[config.mk]
export PLATFORM = sky130hd
export DESIGN_NAME = ex_mem_pipe_reg
export DESIGN_NICKNAME = d
export VERILOG_FILES = /design/src/rtl/ex_mem_pipe_reg.sv
export SDC_FILE = /design/constraint.sdc
export NUM_CORES = 1
export LEC_CHECK = 0
export BUFFER_PORTS_ARGS = -buffer_cell sky130_fd_sc_hd__buf_4
export CELL_PAD_IN_SITES_DETAIL_PLACEMENT = 1
export CELL_PAD_IN_SITES_GLOBAL_PLACEMENT = 1
export CORE_AREA = 2 2 135 137
export CTS_BUF_LIST = sky130_fd_sc_hd__clkbuf_4 sky130_fd_sc_hd__clkbuf_8 sky130_fd_sc_hd__clkbuf_16
export CTS_CLUSTER_SIZE = 16
export DETAILED_ROUTE_END_ITERATION = 8
export DIE_AREA = 0 0 137 139
export PLACE_DENSITY_LB_ADDON = 0.05
export RECOVER_POWER = 100
export SYNTH_ARGS = -nofsm -noshare
export SYNTH_HDL_FRONTEND = slang
export SYNTH_SLANG_ARGS = --single-unit
[constraint.sdc]
create_clock -name clk -period 2.3 [get_ports clk]
set_input_delay 0.46 -clock clk [delete_from_list [all_inputs] [get_ports clk]]
set_output_delay 0.46 -clock clk [all_outputs]
set_load 0.01 [all_outputs]
[src/rtl/ex_mem_pipe_reg.sv]
// EX/MEM pipeline register: holds one instruction for MEM, resolves branches, drives PC redirect and forwarding tap.
// Optional macro BRANCH_BNE_EN adds ex_branch_ne so BNE resolves alongside BEQ.
module ex_mem_pipe_reg #(
   parameter int unsigned XLEN       = 32,
   parameter int unsigned REG_ADDR_W = 5
) (
   input  logic                  clk,
   input  logic                  rst_n,
   input  logic                  ex_valid,
   output logic                  ex_ready,
   input  logic [XLEN-1:0]       ex_alu_result,
   input  logic                  ex_alu_zero,
   input  logic [XLEN-1:0]       ex_rs2_data,
   input  logic [REG_ADDR_W-1:0] ex_rd,
   input  logic                  ex_reg_write,
   input  logic                  ex_mem_read,
   input  logic                  ex_mem_write,
   input  logic                  ex_mem_to_reg,
   input  logic                  ex_branch,
`ifdef BRANCH_BNE_EN
   input  logic                  ex_branch_ne,
`endif
   input  logic [XLEN-1:0]       ex_pc,
   input  logic [XLEN-1:0]       ex_imm,
   input  logic                  flush,
   output logic                  mem_valid,
   input  logic                  mem_ready,
   output logic [XLEN-1:0]       mem_alu_result,
   output logic [XLEN-1:0]       mem_rs2_data,
   output logic [REG_ADDR_W-1:0] mem_rd,
   output logic                  mem_reg_write,
   output logic                  mem_mem_read,
   output logic                  mem_mem_write,
   output logic                  mem_mem_to_reg,
   output logic                  redirect_valid,
   output logic [XLEN-1:0]       redirect_pc,
   output logic                  fwd_valid,
   output logic [REG_ADDR_W-1:0] fwd_rd,
   output logic [XLEN-1:0]       fwd_data
);

   logic accept;
   logic taken;

   // Handshake and branch resolution; taken only matters when accepted
   always_comb begin
      ex_ready = !mem_valid | mem_ready;
      accept   = ex_valid & ex_ready & !flush;
`ifdef BRANCH_BNE_EN
      taken    = ex_branch & (ex_alu_zero ^ ex_branch_ne);
`else
      taken    = ex_branch & ex_alu_zero;
`endif
   end

   // Occupancy and redirect pulse; flush suppresses accept and drops the held entry
   always_ff @(posedge clk or negedge rst_n) begin
      if (!rst_n) begin
         mem_valid      <= 1'b0;
         redirect_valid <= 1'b0;
         redirect_pc    <= '0;
      end else begin
         redirect_valid <= accept & taken;
         if (accept & taken)
            redirect_pc <= XLEN'(ex_pc + ex_imm);
         if (flush)
            mem_valid <= 1'b0;
         else if (accept)
            mem_valid <= 1'b1;
         else if (mem_ready)
            mem_valid <= 1'b0;
      end
   end

   // Payload only moves on accept, so a stalled entry stays put
   always_ff @(posedge clk or negedge rst_n) begin
      if (!rst_n) begin
         mem_alu_result <= '0;
         mem_rs2_data   <= '0;
         mem_rd         <= '0;
         mem_reg_write  <= 1'b0;
         mem_mem_read   <= 1'b0;
         mem_mem_write  <= 1'b0;
         mem_mem_to_reg <= 1'b0;
      end else if (accept) begin
         mem_alu_result <= ex_alu_result;
         mem_rs2_data   <= ex_rs2_data;
         mem_rd         <= ex_rd;
         mem_reg_write  <= ex_reg_write;
         mem_mem_read   <= ex_mem_read;
         mem_mem_write  <= ex_mem_write;
         mem_mem_to_reg <= ex_mem_to_reg;
      end
   end

   // Loads have no data yet at this stage, and x0 is never a real destination
   assign fwd_valid = mem_valid & mem_reg_write & !mem_mem_read & (mem_rd != '0);
   assign fwd_rd    = mem_rd;
   assign fwd_data  = mem_alu_result;

endmodule

==> results.txt <==
The H-tree depth came out at 3. The cell area after layout came out at 0.00845 mm^2. Counting stages on the worst path, the most repeated cell is sky130_fd_sc_hd__a211oi_2. The detail route stage leaves a number of antenna-violating nets equal to 0. In the final layout, the share of cells above drive strength 1 is 0.376. Among all stages on the critical path, the largest delay is contributed by sky130_fd_sc_hd__a2111o_1. The total track usage came out at 0.207. The routed layout has 5418 vias.

Of the total synthesized cell area, the portion taken by AND, OR, NAND and NOR gates is 0.0893. The most critical setup path has its endpoint at redirect_pc[31]$_DFFE_PN0P_. The number of ports placed on the die boundary came out at 290. The floorplan step set the die height to 139 um.

The kind of cell with the highest combined delay on the critical path is compound AO/OA/AOI/OAI gates. The worst-margin pin slew is 0.992 ns. The static leakage power came out at 0.00389 uW.

Setup repair after global routing left no endpoint under its margin. In this run the critical register-to-register path is captured at fwd_data[22]$_DFFE_PN0P_. The slack of the critical path is 0.0663 ns. The run finished with clean final reports. The number of distinct library cell variants in the gate-level netlist after synthesis is 69.

The global route total overflow is 0. The count of flip-flops with a built-in enable after synthesis came out at 0. The required time of the critical path came out at 2.59 ns. The number of antenna violations at the first check in global routing came out at 0.

For this run, asynchronously set or reset flops after synthesis account for 1.00. The critical path crosses 10 cells after its start point. The final period utilization is 0.971. The initial standard-cell utilization of the core came out at 0.343. The total count of hold-check failures in the final report came to 0. After filler insertion, the fill cell instance count of the layout stands at 2071. The iteration count of the initial detailed-routing pass is 4. The adder-cell area share of the yosys netlist came out at 0.0674.

The maximum single-stage delay on the critical path came out at 0.37 ns. In this run the tightest slew margin relative to its limit is 0.339. Setup violations remaining at the end of the flow were counted as 0. The tightest hold margin came out at 0.263 ns. The per-cell via count in the routed design came out at 4.93.

The startpoint class of the critical path is an input pin. The repair_antennas step left the layout with diodes totalling 0. For the worst-skew pair, the clock arrives at the later sink with an insertion delay of 0.35 ns. The root cell of the clock tree is sky130_fd_sc_hd__clkbuf_16.

The post-route minimum period came out at 2.23 ns. The timing-limited maximum frequency is 448 MHz. The starting DRC count in detailed routing is 179.

The die covers 0.0190 mm^2. In this run the mean area of a mapped cell was 11.0 um^2. The total clock buffers created by CTS is 9.

Synthesis handed over a netlist of 552 instances. The die is 137 um wide. The post-synthesis net count is 728. The compound-gate portion of the synthesized area is 0.159.

The buffers inserted during post-CTS setup optimization came out at 0. For this run, design rule violations remaining after detail routing come to 0. The synthesis-stage register bit count came out at 107. The portion of synthesized area spent on multiplexers is 0.139.

The global-route wire length before repair came out at 30600 um. The number of global-route vias before repair was 5714. The number of buffers and inverters on the critical path came out at 2. The count of pins over their slew limit was 0. The cell taking the most area after synthesis is sky130_fd_sc_hd__dfrtp_1.

The total cell area at the placement stage came out at 0.00871 mm^2. The CTS tree is done. The cell area after technology mapping is 0.00605 mm^2. Wires add up to 19900 um. The combined flip-flop and latch cell area is 0.00268 mm^2. The floorplan row count came out at 49. The core area is 0.0177 mm^2. The final layout net count came out at 1040. In this run the worst setup path begins at ex_pc[1].

The detailed-route wire length per cell came out at 18.2 um. In this run the critical register-to-register path is launched from mem_valid$_DFFE_PN0P_. Clock skew on the completed layout was measured at 0.00522 ns. In the synthesized netlist the dominant register cell turns out to be sky130_fd_sc_hd__dfrtp_1. Prior to clock tree synthesis, the placed netlist has a worst setup slack of -0.361 ns. Walking the worst path, the cells encountered are clkbuf_1 > ha_1 > a211oi_2 > buf_4 > o211ai_2 > a211oi_2 > o21ba_2 > a21oi_4 > a2111o_1 > nand4_1. VDD sags by at most 0.394 mV.

The tool flagged a number of max-cap violations equal to 0. By area the synthesized netlist is led by sky130_fd_sc_hd__dfrtp_1, sky130_fd_sc_hd__mux2_2, sky130_fd_sc_hd__ha_1, sky130_fd_sc_hd__buf_4, sky130_fd_sc_hd__nand2_1. The worst-path maximum fanout came out at 4. In the final layout, the multi-input gates occupy 0.00298 mm^2. The routability-driven placement congestion ratio is 0.880. The sequential cell area fraction in the yosys report is 0.443. The critical path arrival is 2.53 ns. The maximum buffer depth of the clock tree came out at 2. The tightest min-delay check is of the in -> reg type.

CTS saw 107 sinks. In this run the power density over the cells is 733 mW/mm^2. Relative to the synthesized area, the layout overhead comes to 39.6%. The endpoint kind of the worst setup timing path is a flip-flop.

The clock slew at the register clock pins of the worst setup and hold paths came out at 0.08 ns. The reg2reg setup slack is 0.25 ns. The number of I/O port buffers came out at 289. The number of warnings issued by yosys is 0. Measured in cells, the most critical reg-to-reg path has a length of 4. The half-perimeter wire length of the detailed placement result came out at 16200 um. The maximum number of pins on one net before global-route repair is 61. The xor-xnor portion of the synthesized cell area came out at 0.0318. The share of synthesized area in the top cell type comes to 0.443. The combinational family with the most area after synthesis is compound AO/OA/AOI/OAI gates. The category of the critical setup timing path is in -> reg.
-- power by group --
part	internal (uW)	total, uW	switching [uW]
clock network	868	1650	780
registers	2260	2500	244
logic	932	2040	1110
total	4060	6190	2140
-- logic make-up after synthesis --
logic type      count (synthesis)
flops                         107
fa+ha+maj                      32
compound gates                134
buf+inv                        69
xor+xnor                       22
mux                            75
simple gates                  113
-- cells in the mapped netlist (2+ instances only) --
cell and n:
sky130_fd_sc_hd__a31oi_1 3, sky130_fd_sc_hd__nor3b_1 3, sky130_fd_sc_hd__o311ai_1 2, sky130_fd_sc_hd__nor3_1 7, sky130_fd_sc_hd__o21ai_1 7, sky130_fd_sc_hd__buf_6 2, sky130_fd_sc_hd__clkbuf_1 11, sky130_fd_sc_hd__xnor2_1 8
sky130_fd_sc_hd__nand4_1 9, sky130_fd_sc_hd__xor2_1 14, sky130_fd_sc_hd__inv_1 7, sky130_fd_sc_hd__nand3_1 8, sky130_fd_sc_hd__o21a_1 5, sky130_fd_sc_hd__buf_4 37, sky130_fd_sc_hd__buf_2 10, sky130_fd_sc_hd__o31ai_1 2
sky130_fd_sc_hd__nand2_1 46, sky130_fd_sc_hd__o21ai_0 27, sky130_fd_sc_hd__and2_1 3, sky130_fd_sc_hd__o211ai_1 4, sky130_fd_sc_hd__dfrtp_1 107, sky130_fd_sc_hd__nor2_1 23, sky130_fd_sc_hd__o2111ai_1 2, sky130_fd_sc_hd__nor2b_1 2
sky130_fd_sc_hd__o21a_2 2, sky130_fd_sc_hd__a221o_1 2, sky130_fd_sc_hd__mux2_2 74, sky130_fd_sc_hd__a21o_1 18, sky130_fd_sc_hd__and3_1 3, sky130_fd_sc_hd__a2111o_1 2, sky130_fd_sc_hd__ha_1 31, sky130_fd_sc_hd__and4_1 2
sky130_fd_sc_hd__o21bai_1 4, sky130_fd_sc_hd__a21oi_1 24, sky130_fd_sc_hd__a21oi_2 4, sky130_fd_sc_hd__a221oi_2 2, sky130_fd_sc_hd__a211oi_1 3
-- final cells by class --
class | instances | share of cell area
clock buffers | 9 | 0.0267
clock inverters | 7 | 0.00978
inverters | 7 | 0.00311
multi-input cells | 376 | 0.353
flip-flops and latches | 107 | 0.317
well taps | 229 | 0.0339
repair buffers | 363 | 0.257
-- metrics by stage --
| stage | power, uW | cells | setup TNS, ns | utilization |
|---|---|---|---|---|
| 6_report | 6190 | 1098 | 0 | 0.478 |
| 3_3_place_gp | 4960 | 1081 | -2.99 | 0.493 |
| 5_1_grt | 6590 | 1098 | 0 | 0.478 |
| 2_1_floorplan | 3700 | 552 | 0 | - |
| 4_1_cts | 6700 | 1098 | 0 | 0.512 |
| 3_5_place_dp | 5030 | 1081 | -4.45 | 0.493 |
-- cells in the final DEF, fill, tap and decap left out, types with 3 or more instances in the layout --
master	count
sky130_fd_sc_hd__a21oi_2	3
sky130_fd_sc_hd__nand2_1	46
sky130_fd_sc_hd__buf_4	205
sky130_fd_sc_hd__mux2_2	74
sky130_fd_sc_hd__clkbuf_16	9
sky130_fd_sc_hd__o21bai_1	4
sky130_fd_sc_hd__o211ai_1	4
sky130_fd_sc_hd__nor3_1	7
sky130_fd_sc_hd__o21ai_1	6
sky130_fd_sc_hd__dfrtp_1	107
sky130_fd_sc_hd__xnor2_1	8
sky130_fd_sc_hd__and2_1	3
sky130_fd_sc_hd__o21ai_0	27
sky130_fd_sc_hd__xor2_1	14
sky130_fd_sc_hd__a21oi_1	24
sky130_fd_sc_hd__nor2_1	23
sky130_fd_sc_hd__a211oi_2	3
sky130_fd_sc_hd__a21o_1	18
sky130_fd_sc_hd__inv_1	7
sky130_fd_sc_hd__clkbuf_4	5
sky130_fd_sc_hd__and3_1	3
sky130_fd_sc_hd__clkbuf_1	149
sky130_fd_sc_hd__ha_1	30
sky130_fd_sc_hd__nand3_1	8
sky130_fd_sc_hd__o21a_1	5
sky130_fd_sc_hd__nand4_1	9
sky130_fd_sc_hd__a31oi_1	3
-- how the worst min path moves through the flow --
stage          start                          end  slack, ns  cells after the start
2_1_floorplan  rst_n      fwd_data[0]$_DFFE_PN0P_       0.16                      0
3_3_place_gp   rst_n  redirect_pc[12]$_DFFE_PN0P_       0.36                      1
3_5_place_dp   rst_n  redirect_pc[12]$_DFFE_PN0P_       0.36                      1
4_1_cts        flush        mem_valid$_DFFE_PN0P_       0.26                      2
5_1_grt        flush        mem_valid$_DFFE_PN0P_       0.25                      2
6_report       flush        mem_valid$_DFFE_PN0P_       0.26                      2
-- timing repair --
action	in CTS	in global routing
pin swaps	2	2
resized for setup	1	2
endpoints found under the hold margin	14	0
endpoints found under the setup margin	1	3
hold buffers	1	0
-- layer usage --
layer | global-route usage | share of wire | up-vias
met5 | 0 | 0 | -
met4 | 0.0765 | 0.024 | 0
met3 | 0.0340 | 0.055 | 29
met2 | 0.377 | 0.52 | 174
met1 | 0.239 | 0.40 | 2624
li1 | - | - | 2591
No activity file was read; power rests on OpenSTA's default activity.
